## src/rtl/runway_scheduler_if.sv

```systemverilog
// runway_scheduler_if: request, done, lock-manager and grant signals of the runway scheduler.
//   master : radio front end / lock manager / comms side (drives requests, dones, runway_active)
//   slave  : runway_scheduler
// QUEUE_DEPTH must match the scheduler instance; CW is derived from it.
interface runway_scheduler_if #(
  parameter int unsigned QUEUE_DEPTH = 8
);
  localparam int unsigned CW = $clog2(QUEUE_DEPTH + 1);

  logic          req_valid;
  logic          req_ready;
  logic [3:0]    req_plane_id;
  logic          req_type;
  logic          req_emergency;
  logic          done_valid;
  logic [3:0]    done_plane_id;
  logic          done_runway;
  logic [1:0]    runway_active;
  logic          lock;
  logic          unlock;
  logic [3:0]    plane_id;
  logic          runway_id;
  logic          grant_valid;
  logic [3:0]    grant_plane_id;
  logic          grant_runway;
  logic          grant_type;
  logic [CW-1:0] queue_count;
  logic          done_err;

  modport master (
    output req_valid, req_plane_id, req_type, req_emergency,
    output done_valid, done_plane_id, done_runway, runway_active,
    input  req_ready, lock, unlock, plane_id, runway_id,
    input  grant_valid, grant_plane_id, grant_runway, grant_type, queue_count, done_err
  );

  modport slave (
    input  req_valid, req_plane_id, req_type, req_emergency,
    input  done_valid, done_plane_id, done_runway, runway_active,
    output req_ready, lock, unlock, plane_id, runway_id,
    output grant_valid, grant_plane_id, grant_runway, grant_type, queue_count, done_err
  );
endinterface

```

## src/rtl/runway_scheduler.sv

```systemverilog
// runway_scheduler: queues landing/takeoff requests in arrival order and sequences one-cycle
// lock/unlock commands to the two-runway lock manager, confirming each lock with a grant pulse
// once the manager reports the runway active.
// Ports:
//   clock    system clock
//   reset_n  asynchronous active-low reset
//   bus      runway_scheduler_if.slave: request handshake, done reports, runway_active
//            feedback, lock/unlock command, grant confirmation, queue_count, done_err
// Optional: define BOBATC_EMERGENCY_PRIORITY_EN to add a one-entry emergency holding register
// that is served ahead of the FIFO head (but after pending unlocks).
module runway_scheduler #(
  parameter int unsigned QUEUE_DEPTH = 8
) (
  input logic               clock,
  input logic               reset_n,
  runway_scheduler_if.slave bus
);
  localparam int unsigned CW = $clog2(QUEUE_DEPTH + 1);
  localparam int unsigned AW = $clog2(QUEUE_DEPTH);

  typedef struct packed {
    logic [3:0] plane;
    logic       kind;
  } entry_t;

  typedef enum logic [2:0] {StIdle, StLock, StWaitSet, StUnlock, StWaitClr} state_e;

  state_e state_q, state_d;
  entry_t cur_q, cur_d;
  logic   rw_q, rw_d;

  entry_t          fifo_q [QUEUE_DEPTH];
  logic [AW-1:0]   rd_ptr_q, wr_ptr_q;
  logic [CW-1:0]   count_q;
  logic            full, empty, push, push_fifo, pop_fifo, has_work;

  logic [1:0]      owned_q, pending_q, free, rw_sel, done_sel, done_hit;
  logic [1:0][3:0] owner_q;
  logic            done_ok, done_err_q;
  logic            lock, unlock, grant_d, grant_valid_q, gnt_runway_q, gnt_type_q;
  logic [3:0]      gnt_plane_q;

`ifdef BOBATC_EMERGENCY_PRIORITY_EN
  logic   em_valid_q, push_em, pop_em, src_em_q, src_em_d;
  entry_t em_q;

  // Emergency requests only contend for the holding register, not for FIFO space.
  assign bus.req_ready   = bus.req_emergency ? !em_valid_q : !full;
  assign push_em         = push && bus.req_emergency;
  assign push_fifo       = push && !bus.req_emergency;
  assign has_work        = em_valid_q || !empty;
  assign bus.queue_count = count_q + CW'(em_valid_q);

  always_ff @(posedge clock or negedge reset_n) begin
    if (!reset_n) begin
      em_valid_q <= 1'b0;
      em_q       <= '0;
      src_em_q   <= 1'b0;
    end else begin
      src_em_q <= src_em_d;
      if (push_em) begin
        em_valid_q <= 1'b1;
        em_q       <= {bus.req_plane_id, bus.req_type};
      end else if (pop_em) begin
        em_valid_q <= 1'b0;
      end
    end
  end
`else
  logic unused_emergency;

  assign unused_emergency = bus.req_emergency;
  assign bus.req_ready    = !full;
  assign push_fifo        = push;
  assign has_work         = !empty;
  assign bus.queue_count  = count_q;
`endif

  assign full  = (count_q == CW'(QUEUE_DEPTH));
  assign empty = (count_q == '0);
  assign push  = bus.req_valid && bus.req_ready;

  always_ff @(posedge clock) begin
    if (push_fifo) fifo_q[wr_ptr_q] <= {bus.req_plane_id, bus.req_type};
  end

  always_ff @(posedge clock or negedge reset_n) begin
    if (!reset_n) begin
      wr_ptr_q <= '0;
      rd_ptr_q <= '0;
      count_q  <= '0;
    end else begin
      if (push_fifo) wr_ptr_q <= wr_ptr_q + 1'b1;
      if (pop_fifo)  rd_ptr_q <= rd_ptr_q + 1'b1;
      if (push_fifo && !pop_fifo)      count_q <= count_q + 1'b1;
      else if (!push_fifo && pop_fifo) count_q <= count_q - 1'b1;
    end
  end

  // A done is accepted only from the plane that currently owns the named runway.
  assign free     = ~owned_q & ~bus.runway_active;
  assign rw_sel   = rw_q ? 2'b10 : 2'b01;
  assign done_sel = bus.done_runway ? 2'b10 : 2'b01;
  assign done_ok  = bus.done_valid && owned_q[bus.done_runway] &&
                    (owner_q[bus.done_runway] == bus.done_plane_id);
  assign done_hit = done_ok ? done_sel : 2'b00;

  always_ff @(posedge clock or negedge reset_n) begin
    if (!reset_n) begin
      owned_q    <= '0;
      owner_q    <= '0;
      pending_q  <= '0;
      done_err_q <= 1'b0;
    end else begin
      done_err_q <= bus.done_valid && !done_ok;
      for (int r = 0; r < 2; r++) begin
        if (lock && rw_sel[r]) begin
          owned_q[r] <= 1'b1;
          owner_q[r] <= cur_q.plane;
        end
        // Unlock wins over a same-cycle done; that done is a duplicate for the pending slot.
        if (unlock && rw_sel[r]) begin
          owned_q[r]   <= 1'b0;
          pending_q[r] <= 1'b0;
        end else if (done_hit[r]) begin
          pending_q[r] <= 1'b1;
        end
      end
    end
  end

  always_comb begin
    state_d  = state_q;
    cur_d    = cur_q;
    rw_d     = rw_q;
    lock     = 1'b0;
    unlock   = 1'b0;
    pop_fifo = 1'b0;
    grant_d  = 1'b0;
`ifdef BOBATC_EMERGENCY_PRIORITY_EN
    src_em_d = src_em_q;
    pop_em   = 1'b0;
`endif
    unique case (state_q)
      StIdle: begin
        if (|pending_q) begin
          rw_d       = !pending_q[0];
          cur_d.plane = owner_q[!pending_q[0]];
          cur_d.kind  = 1'b0;
          state_d    = StUnlock;
        end else if (has_work && (|free)) begin
          rw_d = !free[0];
`ifdef BOBATC_EMERGENCY_PRIORITY_EN
          src_em_d = em_valid_q;
          cur_d    = em_valid_q ? em_q : fifo_q[rd_ptr_q];
`else
          cur_d = fifo_q[rd_ptr_q];
`endif
          state_d = StLock;
        end
      end
      StLock: begin
        lock = 1'b1;
`ifdef BOBATC_EMERGENCY_PRIORITY_EN
        pop_em   = src_em_q;
        pop_fifo = !src_em_q;
`else
        pop_fifo = 1'b1;
`endif
        state_d = StWaitSet;
      end
      StWaitSet: begin
        if (bus.runway_active[rw_q]) begin
          grant_d = 1'b1;
          state_d = StIdle;
        end
      end
      StUnlock: begin
        unlock  = 1'b1;
        state_d = StWaitClr;
      end
      StWaitClr: begin
        if (!bus.runway_active[rw_q]) state_d = StIdle;
      end
      default: state_d = StIdle;
    endcase
  end

  always_ff @(posedge clock or negedge reset_n) begin
    if (!reset_n) begin
      state_q       <= StIdle;
      cur_q         <= '0;
      rw_q          <= 1'b0;
      grant_valid_q <= 1'b0;
      gnt_plane_q   <= '0;
      gnt_runway_q  <= 1'b0;
      gnt_type_q    <= 1'b0;
    end else begin
      state_q       <= state_d;
      cur_q         <= cur_d;
      rw_q          <= rw_d;
      grant_valid_q <= grant_d;
      gnt_plane_q   <= grant_d ? cur_q.plane : 4'd0;
      gnt_runway_q  <= grant_d && rw_q;
      gnt_type_q    <= grant_d && cur_q.kind;
    end
  end

  assign bus.lock           = lock;
  assign bus.unlock         = unlock;
  assign bus.plane_id       = (lock || unlock) ? cur_q.plane : 4'd0;
  assign bus.runway_id      = (lock || unlock) && rw_q;
  assign bus.grant_valid    = grant_valid_q;
  assign bus.grant_plane_id = gnt_plane_q;
  assign bus.grant_runway   = gnt_runway_q;
  assign bus.grant_type     = gnt_type_q;
  assign bus.done_err       = done_err_q;
endmodule

```

## src/flat_wrapper.sv

```systemverilog
// flat-port wrapper written by rule: the top's interface ports become plain ports
module runway_scheduler_flat 
#(
  parameter int unsigned QUEUE_DEPTH = 8
)
  (clock, reset_n, bus_req_valid, bus_req_plane_id, bus_req_type, bus_req_emergency, bus_done_valid, bus_done_plane_id, bus_done_runway, bus_runway_active, bus_req_ready, bus_lock, bus_unlock, bus_plane_id, bus_runway_id, bus_grant_valid, bus_grant_plane_id, bus_grant_runway, bus_grant_type, bus_queue_count, bus_done_err);
  runway_scheduler_if #(.QUEUE_DEPTH(QUEUE_DEPTH)) bus_i ();
  input logic clock;
  input logic reset_n;
  input wire logic [$bits(bus_i.req_valid)-1:0] bus_req_valid;
  input wire logic [$bits(bus_i.req_plane_id)-1:0] bus_req_plane_id;
  input wire logic [$bits(bus_i.req_type)-1:0] bus_req_type;
  input wire logic [$bits(bus_i.req_emergency)-1:0] bus_req_emergency;
  input wire logic [$bits(bus_i.done_valid)-1:0] bus_done_valid;
  input wire logic [$bits(bus_i.done_plane_id)-1:0] bus_done_plane_id;
  input wire logic [$bits(bus_i.done_runway)-1:0] bus_done_runway;
  input wire logic [$bits(bus_i.runway_active)-1:0] bus_runway_active;
  output wire logic [$bits(bus_i.req_ready)-1:0] bus_req_ready;
  output wire logic [$bits(bus_i.lock)-1:0] bus_lock;
  output wire logic [$bits(bus_i.unlock)-1:0] bus_unlock;
  output wire logic [$bits(bus_i.plane_id)-1:0] bus_plane_id;
  output wire logic [$bits(bus_i.runway_id)-1:0] bus_runway_id;
  output wire logic [$bits(bus_i.grant_valid)-1:0] bus_grant_valid;
  output wire logic [$bits(bus_i.grant_plane_id)-1:0] bus_grant_plane_id;
  output wire logic [$bits(bus_i.grant_runway)-1:0] bus_grant_runway;
  output wire logic [$bits(bus_i.grant_type)-1:0] bus_grant_type;
  output wire logic [$bits(bus_i.queue_count)-1:0] bus_queue_count;
  output wire logic [$bits(bus_i.done_err)-1:0] bus_done_err;
  assign bus_i.req_valid = bus_req_valid;
  assign bus_i.req_plane_id = bus_req_plane_id;
  assign bus_i.req_type = bus_req_type;
  assign bus_i.req_emergency = bus_req_emergency;
  assign bus_i.done_valid = bus_done_valid;
  assign bus_i.done_plane_id = bus_done_plane_id;
  assign bus_i.done_runway = bus_done_runway;
  assign bus_i.runway_active = bus_runway_active;
  assign bus_req_ready = bus_i.req_ready;
  assign bus_lock = bus_i.lock;
  assign bus_unlock = bus_i.unlock;
  assign bus_plane_id = bus_i.plane_id;
  assign bus_runway_id = bus_i.runway_id;
  assign bus_grant_valid = bus_i.grant_valid;
  assign bus_grant_plane_id = bus_i.grant_plane_id;
  assign bus_grant_runway = bus_i.grant_runway;
  assign bus_grant_type = bus_i.grant_type;
  assign bus_queue_count = bus_i.queue_count;
  assign bus_done_err = bus_i.done_err;
  runway_scheduler #(.QUEUE_DEPTH(QUEUE_DEPTH)) u_core (.clock(clock), .reset_n(reset_n), .bus(bus_i));
endmodule
```

## config.mk

```make
export PLATFORM = sky130hd
export DESIGN_NAME = runway_scheduler_flat
export DESIGN_NICKNAME = d
export VERILOG_FILES = /design/src/rtl/runway_scheduler_if.sv /design/src/rtl/runway_scheduler.sv /design/src/flat_wrapper.sv
export SDC_FILE = /design/constraint.sdc
export NUM_CORES = 1
export LEC_CHECK = 0
export CAP_MARGIN = 40
export CELL_PAD_IN_SITES_DETAIL_PLACEMENT = 1
export CELL_PAD_IN_SITES_GLOBAL_PLACEMENT = 2
export CORE_ASPECT_RATIO = 0.75
export CORE_UTILIZATION = 39
export DETAILED_ROUTE_END_ITERATION = 16
export HOLD_SLACK_MARGIN = 0.15
export PLACE_DENSITY = 0.89
export SETUP_SLACK_MARGIN = 0.5
export SYNTH_ARGS = -nofsm -noshare
export SYNTH_HDL_FRONTEND = slang
export SYNTH_SLANG_ARGS = --single-unit
```

## constraint.sdc

```tcl
create_clock -name clock -period 2.92 [get_ports clock]
set_input_delay 0.584 -clock clock [delete_from_list [all_inputs] [get_ports clock]]
set_output_delay 0.584 -clock clock [all_outputs]
set_load 0.02 [all_outputs]
```

Word-level counts from Yosys, hierarchy flattened. Memory sizes are Yosys's and may differ from the RTL's. Cells that the tools add are included. Widths: inputs -> output; s select.

Eq/ne operators: 9. Add/subtract/negate cells: 4. Bitwise gates (word level): 3. $lt $le $gt $ge: 3. Div/mod/pow operators: 0. Shift operators: 0. Reductions and logical operators: 34. Mux-type cells: 38. Multiply operators: 0.

Operator list (count): $mux 4 (8); $mux 1 (20); $pmux 3 s5 (1); $logic_and 1x1->1 (14); $mux 3 (4); $reduce_bool 2->1 (6); $mux 5 (2); $logic_not 1->1 (7); $add 3x1->3 const B (2); $eq 3x2->1 const B (2); $lt 1x2->1 const B (3); $mux 2 (3); $add 4x1->4 const B (1); $eq 4x4->1 (1); $eq 4x4->1 const B (1); $logic_not 4->1 (1); $not 2->2 (2); $reduce_or 2->1 (2); $sub 4x1->4 const B (1); $eq 3x1->1 const B (1); $eq 3x3->1 const B (1); $logic_not 3->1 (1); $ne 3x1->1 const B (1); $reduce_and 3->1 (1); other kinds (5) (5).

Input bits: 17. Memory bits (writable): 40. Memories kept: 1. Register bits: 39. Bits in latches: 0. Output and inout port bits: 20. Bits in read-only memories: 0.

Memory list: u_core.fifo_q (depth 8, bits a word 5, read ports 1, clocked after Yosys merged registers in 0, write ports 1, line runway_scheduler.sv:32) `entry_t fifo_q [QUEUE_DEPTH];`.

Logic depth before layout (Yosys ltp).
Word-level depth: 7. Depth in mapped cells: 11. Mapped depth without buffers: 11.

Worst setup path after synthesis. No wires, ideal clock.

Kind: reg-to-reg. Start: register u_core.count_q[0] (netlist: u_core.bus.queue_count[0]). End: register u_core.count_q[3] (netlist: u_core.bus.queue_count[3]). Library setup time: 81 ps. Slack: 458 ps. Required time: 2839 ps. Clock period less this slack: 2462 ps. Data arrival time: 2381 ps. Path buffers: 0. Stages on the path, launching flop included: 12. Path through: dfrtp_1 > nor3_1 > nand2_1 > nand2_1 > inv_1 > ha_1 > inv_1 > ha_1 > a21o_1 > a21oi_1 > mux2i_1 > xnor2_1.

Word-level cells in the longest chain between the ends: 6.

Ends and longest elaborated chain: from (decl) (line runway_scheduler.sv:34) `logic [CW-1:0] count_q;`; from (signal assigned) (line runway_scheduler.sv:95) `if (push_fifo && !pop_fifo) count_q <= count_q + 1'b1;`; from (signal assigned) (line runway_scheduler.sv:96) `else if (!push_fifo && pop_fifo) count_q <= count_q - 1'b1;`; $eq 4x4->1 (*) (line runway_scheduler.sv:79) `assign full = (count_q == CW'(QUEUE_DEPTH));`; $logic_not 1->1 (*) (line runway_scheduler.sv:73) `assign bus.req_ready = !full;`; named net bus_req_ready (line flat_wrapper.sv:18) `output wire logic [$bits(bus_i.req_ready)-1:0] bus_req_ready;`; $logic_and 1x1->1 (*) (line runway_scheduler.sv:81) `assign push = bus.req_valid && bus.req_ready;`; named net u_core.push (line runway_scheduler.sv:35) `logic full, empty, push, push_fifo, pop_fifo, has_work;`; $logic_not 1->1 (line runway_scheduler.sv:96); $logic_and 1x1->1 (line runway_scheduler.sv:96); $reduce_bool 2->1 (no source line).

Mark *: on every way through the listed nets, which the timed path passes. The rest lies on a longest branch. The select of a mux whose other input is x is not followed. A chain may end at the register's enable or synchronous reset.

Final worst setup path.
Start: register u_core.state_q[2]. End: output bus_unlock.

Word-level cells in the longest chain between the ends: 2.

Ends and longest elaborated chain: from (decl) (line runway_scheduler.sv:28) `state_e state_q, state_d;`; from (signal assigned) (line runway_scheduler.sv:191) `state_q <= StIdle;`; from (signal assigned) (line runway_scheduler.sv:199) `state_q <= state_d;`; $eq 3x2->1 (line runway_scheduler.sv:144) `unique case (state_q)`; $mux 1 (line runway_scheduler.sv:144); to (decl) (line flat_wrapper.sv:20) `output wire logic [$bits(bus_i.unlock)-1:0] bus_unlock;`.

Every way passes these cells.

==> results by group <==
Placed design
  • Placer congestion estimate: approximately 0.77
  • Buffers on Ports: 35
  • Placed cell areas: about 0.0040 mm^2
  • Pre-CTS WS: around 220 ps
  • Dpl hpwl: 5.25 mm
  • Placed cells: around 390

Power
  • VDD IR max: about 470 uV
  • Pwr dens: approximately 1100 mW/mm^2
  • Design Power: around 4.6 mW
  • Leakage power figure: ~1.7 nW

Synth
  • Async S/R FF share, synth: about half
  • Synth area leaders: edfxtp_1 35%, dfrtp_1 28%, mux2i_1 5.8%
  • Yosys cell types: 44
  • Main synth FF type: edfxtp_1
  • Sequential area share after synthesis: between 60% and 70%
  • Post-Syn Area: around 0.0035 mm^2
  • Yosys top cell by area: edfxtp_1
  • Synth warn: 0
  • Syn nets: 273
  • Synth Instances: 250
  • Most instantiated cells after synthesis: 40 x edfxtp_1, 39 x dfrtp_1, 20 x mux2i_1
  • Syn_area_per_cell: ~14 um^2
  • Post-synth top area share: 34.7%
  • Post-synth EDFFs: 40
  • Synth Register Bits: 79
  • Top-count cell post-synth: edfxtp_1

Critical path
  • Worst reg-to-reg setup slack: between 700 and 800 ps
  • R2R depth: 11
  • CP Cell Sequence: nor2b_4 > and2_1 > clkdlybuf4s50_1
  • Critical Path RT: approximately 2300 ps
  • Arrival @ worst endpoint: roughly 1700 ps
  • Critical path endpoint category: primary output
  • Slowest-stage cell, CP: clkdlybuf4s50_1
  • Critical Path Max Stage Delay: roughly 610 ps
  • Crit path max fanout: 6
  • Startpoint types: flip-flop
  • WS Path Type: flip-flop to primary output

STA
  • Slew @ Worst Pin: 562 ps
  • Hold Worst Slack: 210 ps
  • Skew final: 7.02 ps
  • Setup TNS: 0 ps
  • Slack of the critical path: 602 ps
  • Max frequency: about 0.43 GHz
  • Minimum clock period: roughly 2300 ps
  • Final setup fails: 0
  • Max transition margin: about 62%
  • Fin crit share: around four fifths
  • Slew Limit Fails: 0
  • Hold Vio Cnt, Final: 0
  • RSZ-0062 raised after global routing: false

Final layout
  • Layout cell share with drive strength beyond 1: ~18%
  • Post-layout util: approximately half
  • Area delta synth->final: 24.3%
  • Post-route insts no fill: ~410
  • Nets: between 300 and 400
  • N_diodes: 0
  • Post-route cell area: 0.00430 mm^2

Clocking
  • Clock Pin Slew Worst Setup and Hold Paths: 60 ps
  • Num CTS Buffers: 9
  • Clock Path Buffers: 2
  • Worst-skew pair later-pin latency: between 300 and 400 ps
  • # clock sinks: 79
  • H-tree lvl count: 3
  • Root buf cell: clkbuf_16
  • CTS tree: built

Floorplan
  • IO Pins: 37
  • Die Span X: about 110 um
  • DIE HEIGHT: between 80 and 90 um
  • Die footprint: 0.00926 mm^2
  • Core Area: ~0.0085 mm^2
  • Num rows: 29
  • Initial Util: about two fifths

Global routing
  • Global-route wire length before repair: 12.0 mm
  • Number of global-route vias before repair: 2257
  • Maximum number of pins on one net before global-route repair: 23
  • All-Layer GR Usage: approximately 17%
  • Antenna violations before repair: 0
  • GRT overflow: 0

Routing
  • Drt pass-1 iters: 4
  • Per-cell routed wire length: roughly 17 um
  • Vias per std cell: between 5 and 6
  • Routed Antenna Nets: 0
  • First-iteration detailed-routing DRC count: 60
  • Total routed wirelength: just over 7 mm
  • DRC Markers: 0
  • Total number of vias: between 2000 and 2500

Run status
  • Status: completed

Flow run
  • Max Cap Viol: 0

Min path
  • Worst Hold Class: input pin to asynchronous set/reset pin
[sequential cells by signal, summed over array words and instances, names as in the netlist]
| signal | count |
|---|---|
| u_core.bus.done_err | 1 |
| u_core.bus.grant_plane_id | 4 |
| u_core.bus.grant_runway | 1 |
| u_core.bus.grant_type | 1 |
| u_core.bus.grant_valid | 1 |
| u_core.bus.queue_count | 4 |
| u_core.cur_q | 5 |
| u_core.fifo_q | 40 |
| u_core.owned_q | 2 |
| u_core.owner_q | 8 |
| u_core.pending_q | 2 |
| u_core.rd_ptr_q | 3 |
| u_core.rw_q | 1 |
| u_core.state_q | 3 |
| u_core.wr_ptr_q | 3 |
[layout by cell type (no fill, tap or decap), types with 2 or more instances in the layout]
cell	count
edfxtp_1	40
dfrtp_1	36
clkdlybuf4s50_1	29
mux2i_1	20
nand2_1	18
nor2_1	13
mux2_2	12
and2_1	10
clkbuf_16	10
buf_4	10
o21ai_0	8
nor3_1	7
xnor2_1	6
nand2b_1	5
xor2_1	5
nand3_1	5
o22ai_1	5
ha_1	5
dlymetal6s2s_1	4
inv_2	3
a21oi_1	3
a22oi_1	3
and4_1	3
o22a_1	3
mux4_2	3
clkinv_2	3
dfrtp_2	3
inv_1	2
nand4_1	2
nor2b_1	2
a21o_1	2
clkinv_4	2
[path summary, 6_finish.rpt]
path,start,endpoint
worst min-delay path,reset_n,u_core.cur_q[4]
max in group asynchronous,reset_n,u_core.owner_q[6]
min in group clock,u_core.cur_q[0],u_core.bus.grant_type
worst max-delay path,u_core.state_q[2],bus_unlock
worst max register to register,u_core.bus.queue_count[1],u_core.bus.queue_count[3]
worst min register to register,u_core.cur_q[0],u_core.bus.grant_type
[metal layers]
metal	routed length, um	global-route usage [%]	up-vias
met5	0	0	-
li1	-	-	1024
met1	3550	23.3	1080
met3	232	5.16	9
met2	3310	26.0	33
met4	97	4.85	0
[report_power, final]
group | internal (mW) | switching, mW
logic | 0.855 | 0.807
clock network | 0.628 | 0.440
registers | 1.51 | 0.346
[layout make-up]
type,instances,area (um^2)
Clock inverter,6,41.3
Timing Repair Buffer,46,457
Fill cell,851,4220
Clock buffer,10,250
Multi-Input combinational cell,158,1220
Sequential cell,79,2180
Tap cell,108,135
Inverter,5,18.8
[timing repair]
action	in CTS	in global routing
gates resized for setup	4	7
hold buffers	0	0
endpoints found under the hold margin	0	0
setup endpoints to repair	4	7
gates cloned	0	0
buffers inserted	1	3
pin swaps	0	1
[worst max-delay path, delay by kind of cell (launching register included)]
kind,cells,cell delay [ps]
DFF,1,450
and+or+nand+nor,2,360
buffers and inverters,1,610
[cells by family after synthesis]
logic type	after synthesis	synth area share, %
flip-flops	79	62.9
AND/OR/NAND/NOR	74	11.2
multiplexers	37	12.8
AO/OA/AOI/OAI	30	5.78
buffers and inverters	13	2.13
XOR/XNOR	11	2.78
adder cells (fa/ha/maj)	6	2.39
(Power assumes the default switching activity.)
==> variant 1 (same flow settings) <==
Build with the macro `BOBATC_EMERGENCY_PRIORITY_EN` defined.
--- a/src/rtl/runway_scheduler.sv
+++ b/src/rtl/runway_scheduler.sv
@@ -8,6 +8,8 @@
 //            feedback, lock/unlock command, grant confirmation, queue_count, done_err
 // Optional: define BOBATC_EMERGENCY_PRIORITY_EN to add a one-entry emergency holding register
 // that is served ahead of the FIFO head (but after pending unlocks).
+`define BOBATC_EMERGENCY_PRIORITY_EN
+
 module runway_scheduler #(
   parameter int unsigned QUEUE_DEPTH = 8
 ) (
Check against the original RTL: not equivalent (Yosys sat finds a counterexample within 4 cycles, from zero or initial values and one cycle with reset_n low).
==> variant 1 against the original RTL <==
  * Worst setup slack got worse by 0.046 ns
  * Clock power is 30% higher
  * Die area is 13% higher
  * Routed wire length up 26%
  * Critical endpoint is now u_core.count_q[3]
  * Maximum frequency is 1.9% lower
  * First-iteration DRC count rose by 55%
  * Cell area rose by 14%
  * Total power up 19%
  * Count of clock-buffer cells in the layout is the same
  * Sequential cell count grew 7
  * Area after synthesis up 13%
  * Final cell count is 18% higher
==> variant 1: results (changes against the original RTL) <==
Parameter                              Value

Global routing
  Total routing resource utilization after global routing    18.5% (+1.5 points)
  Wire length of the first global-routing pass    14.4 mm (+20%)
  Via count of the first global-routing pass    2,652 (+18%)

Logic synthesis
  Mean area per synthesized cell    13.3 sq um (-4.1%)
  Synth async-reset ratio    53.5% (+4.1 points)
  Register bit count reported by yosys    86 (+8.9%)
  Synthesized-area fraction occupied by adder cells    2.75% (+0.36 points)
  Sequential cell area fraction in the yosys report    60.0% (-2.9 points)

Critical path
  Worst reg2reg setup slack    0.56 ns (-0.17 ns)
  Capture point of the worst path    u_core.count_q[3]
  Required arrival time at the worst endpoint    3.18 ns (+0.84 ns)
  Top Family by Delay on Critical Path    simple AND/OR/NAND/NOR gates

Cells and area
  Area used by multi-input combinational logic    0.00148 sq mm (+21%)
  Largest regs    u_core.fifo_q (40), u_core.owner_q (8)
  Share of post-route cells with drive strength above 1    21.5% (+3.0 points)
  Fraction of area in clock buffers and inverters    7.42% (+0.64 points)
  Fillers    1,009 (+19%)

Power and ir drop
  Leakage Power    1.99 nW (+14%)
  Power Internal    3.52 mW (+18%)
  PD cells    1120 mW/mm^2 (+4.8%)
  Clock Power Share    25.4% (+2.1 points)

Detailed routing
  Per-cell via count in the routed design    5.21 (about the same)
  Total wire length    9.09 mm (+26%)

Run status
  Outcome    finished, final reports clean

Place
  Post-detail-place hpwl    6.13 mm (+17%)
[variant 1: cell count changes in the layout (fill, tap and decap cells not counted), moves of 5 or more]
cell	unedited run	this run
mux2i_1	20	13
clkdlybuf4s50_1	29	23
a21oi_1	3	11
dfrtp_1	36	43
o21ai_0	8	15
mux2_2	12	20
buf_4	10	19
dlygate4sd2_1	1	6
inv_1	2	7
a22o_1	0	5
[variant 1: repair_timing]
| item | 4_1_cts | 5_1_grt |
|---|---|---|
| gates cloned | 0 | 0 |
| setup buffers | 3 | 8 |
| setup endpoints to repair | 13 | 6 |
| gates resized for setup | 11 | 10 |
| pin swaps | 2 | 5 |
[variant 1: layer usage]
metal  track usage (%)  up-vias  share of wire, %
met2              30.2       48                47
met3              4.96       11               3.2
met5                 0        -                 0
met4              4.66        0               1.2
met1              24.7     1294                48
li1                  -     1178                 -
==> variant 2 (config.mk and constraints unchanged) <==
Made on the original files. Re-encode `state_e` (5 states) as one-hot, 5 bits wide.
--- a/src/rtl/runway_scheduler.sv
+++ b/src/rtl/runway_scheduler.sv
@@ -23,7 +23,7 @@
     logic       kind;
   } entry_t;
 
-  typedef enum logic [2:0] {StIdle, StLock, StWaitSet, StUnlock, StWaitClr} state_e;
+  typedef enum logic [4:0] {StIdle = 5'b00001, StLock = 5'b00010, StWaitSet = 5'b00100, StUnlock = 5'b01000, StWaitClr = 5'b10000} state_e;
 
   state_e state_q, state_d;
   entry_t cur_q, cur_d;
Check against the original RTL: no difference found for any inputs over 10 cycles, from zero or initial values and one cycle with reset_n low; not proved beyond that.
==> variant 2 against the original RTL <==
  * Hold slack improved by 0.0063 ns
  * Sequential cell count increased by 2
  * Total power about the same
  * Area after synthesis increased by 3.0%
  * Clock power increased by 13%
  * Non-clock buffer count increased by 2
  * Routed wire length increased by 11%
  * Cell area increased by 3.5%
  * Worst setup slack improved by 0.0015 ns
  * Critical path type unchanged
  * Largest power group unchanged
==> variant 2: results (changes against the original RTL) <==
Parameter                              Value

Run status
  Outcome    finished, final reports clean

Power and ir drop
  Combinational power    1.54 mW (-7%)
  Fraction of power spent switching nets    34.3% (-0.45 points)
  Largest voltage drop on the vdd net    0.523 mV (+12%)

Detailed routing
  Total wire length    7.98 mm (+11%)
  Number of DRC violations after detailed-routing iteration 0    93 (+55%)
  Per-cell via count in the routed design    5.42 (+4.1%)

Global routing
  Met2 Track Usage GR    29.3% (+3.3 points)
  Total routing resource utilization after global routing    19.0% (+2.0 points)
  Met1 Resource Use GR    25.9% (+2.5 points)

Logic synthesis
  Post-synthesis share of cell area spent on xor and xnor gates    2.70% (-0.080 points)
  Net count after synthesis    291 (+6.6%)
  Largest cells by area after synthesis    edfxtp_1 (34%), dfrtp_1 (28%), mux2i_1 (6.5%), mux2_2 (3.5%), nor2_1 (1.8%)
  Synthesized-area fraction occupied by adder cells    2.32% (-0.069 points)
  Compound-gate portion of the synthesized area    7.37% (+1.6 points)
  Sequential cell area fraction in the yosys report    62.5% (-0.37 points)
  Synth async-reset ratio    50.6% (+1.3 points)

Critical path
  Reg2Reg Depth    10 (-1)
  First element of the critical path    u_core.state_q[1]
  Top Family by Delay on Critical Path    simple AND/OR/NAND/NOR gates

Cells and area
  Area growth from synthesis to final layout    25.0%

Timing
  Post-route clock skew    0.00542 ns (-0.00160 ns)

Place
  Placed instance area    0.00410 sq mm (+3.4%)
  Dpl cells    413 (+5.4%)
  Final weighted congestion in routability-driven placement    0.768 (+0.23%)
==> variant 2: changes by cell type after synthesis, sizes merged, moves of 2 or more <==
cell / change
a21oi: +4
and2: -7
and3: +6
and4: -3
buf: -2
inv: +2
mux2i: +3
mux4: -2
nand2: -5
nand2b: -3
nand3: +3
nor2: +6
nor2b: +7
==> variant 2: cell type report <==
type | count | share of cell area (%)
clock buffer | 10 | 5.14
clock inverter | 6 | 2.05
inverter | 7 | 0.590
multi-input combinational | 173 | 29.1
sequential | 81 | 50.1
tap | 108 | 3.03
timing repair buffer | 48 | 10.0
==> variant 2: worst max-delay path by stage <==
stage	endpoint	slack (ns)	depth (start not counted)
2_1_floorplan	u_core.bus.queue_count[3]	0.50	11
3_3_place_gp	u_core.bus.queue_count[3]	0.30	10
3_5_place_dp	u_core.bus.queue_count[3]	0.22	10
4_1_cts	u_core.bus.queue_count[3]	0.50	11
5_1_grt	u_core.bus.queue_count[3]	0.48	11
6_report	bus_runway_id	0.60	5
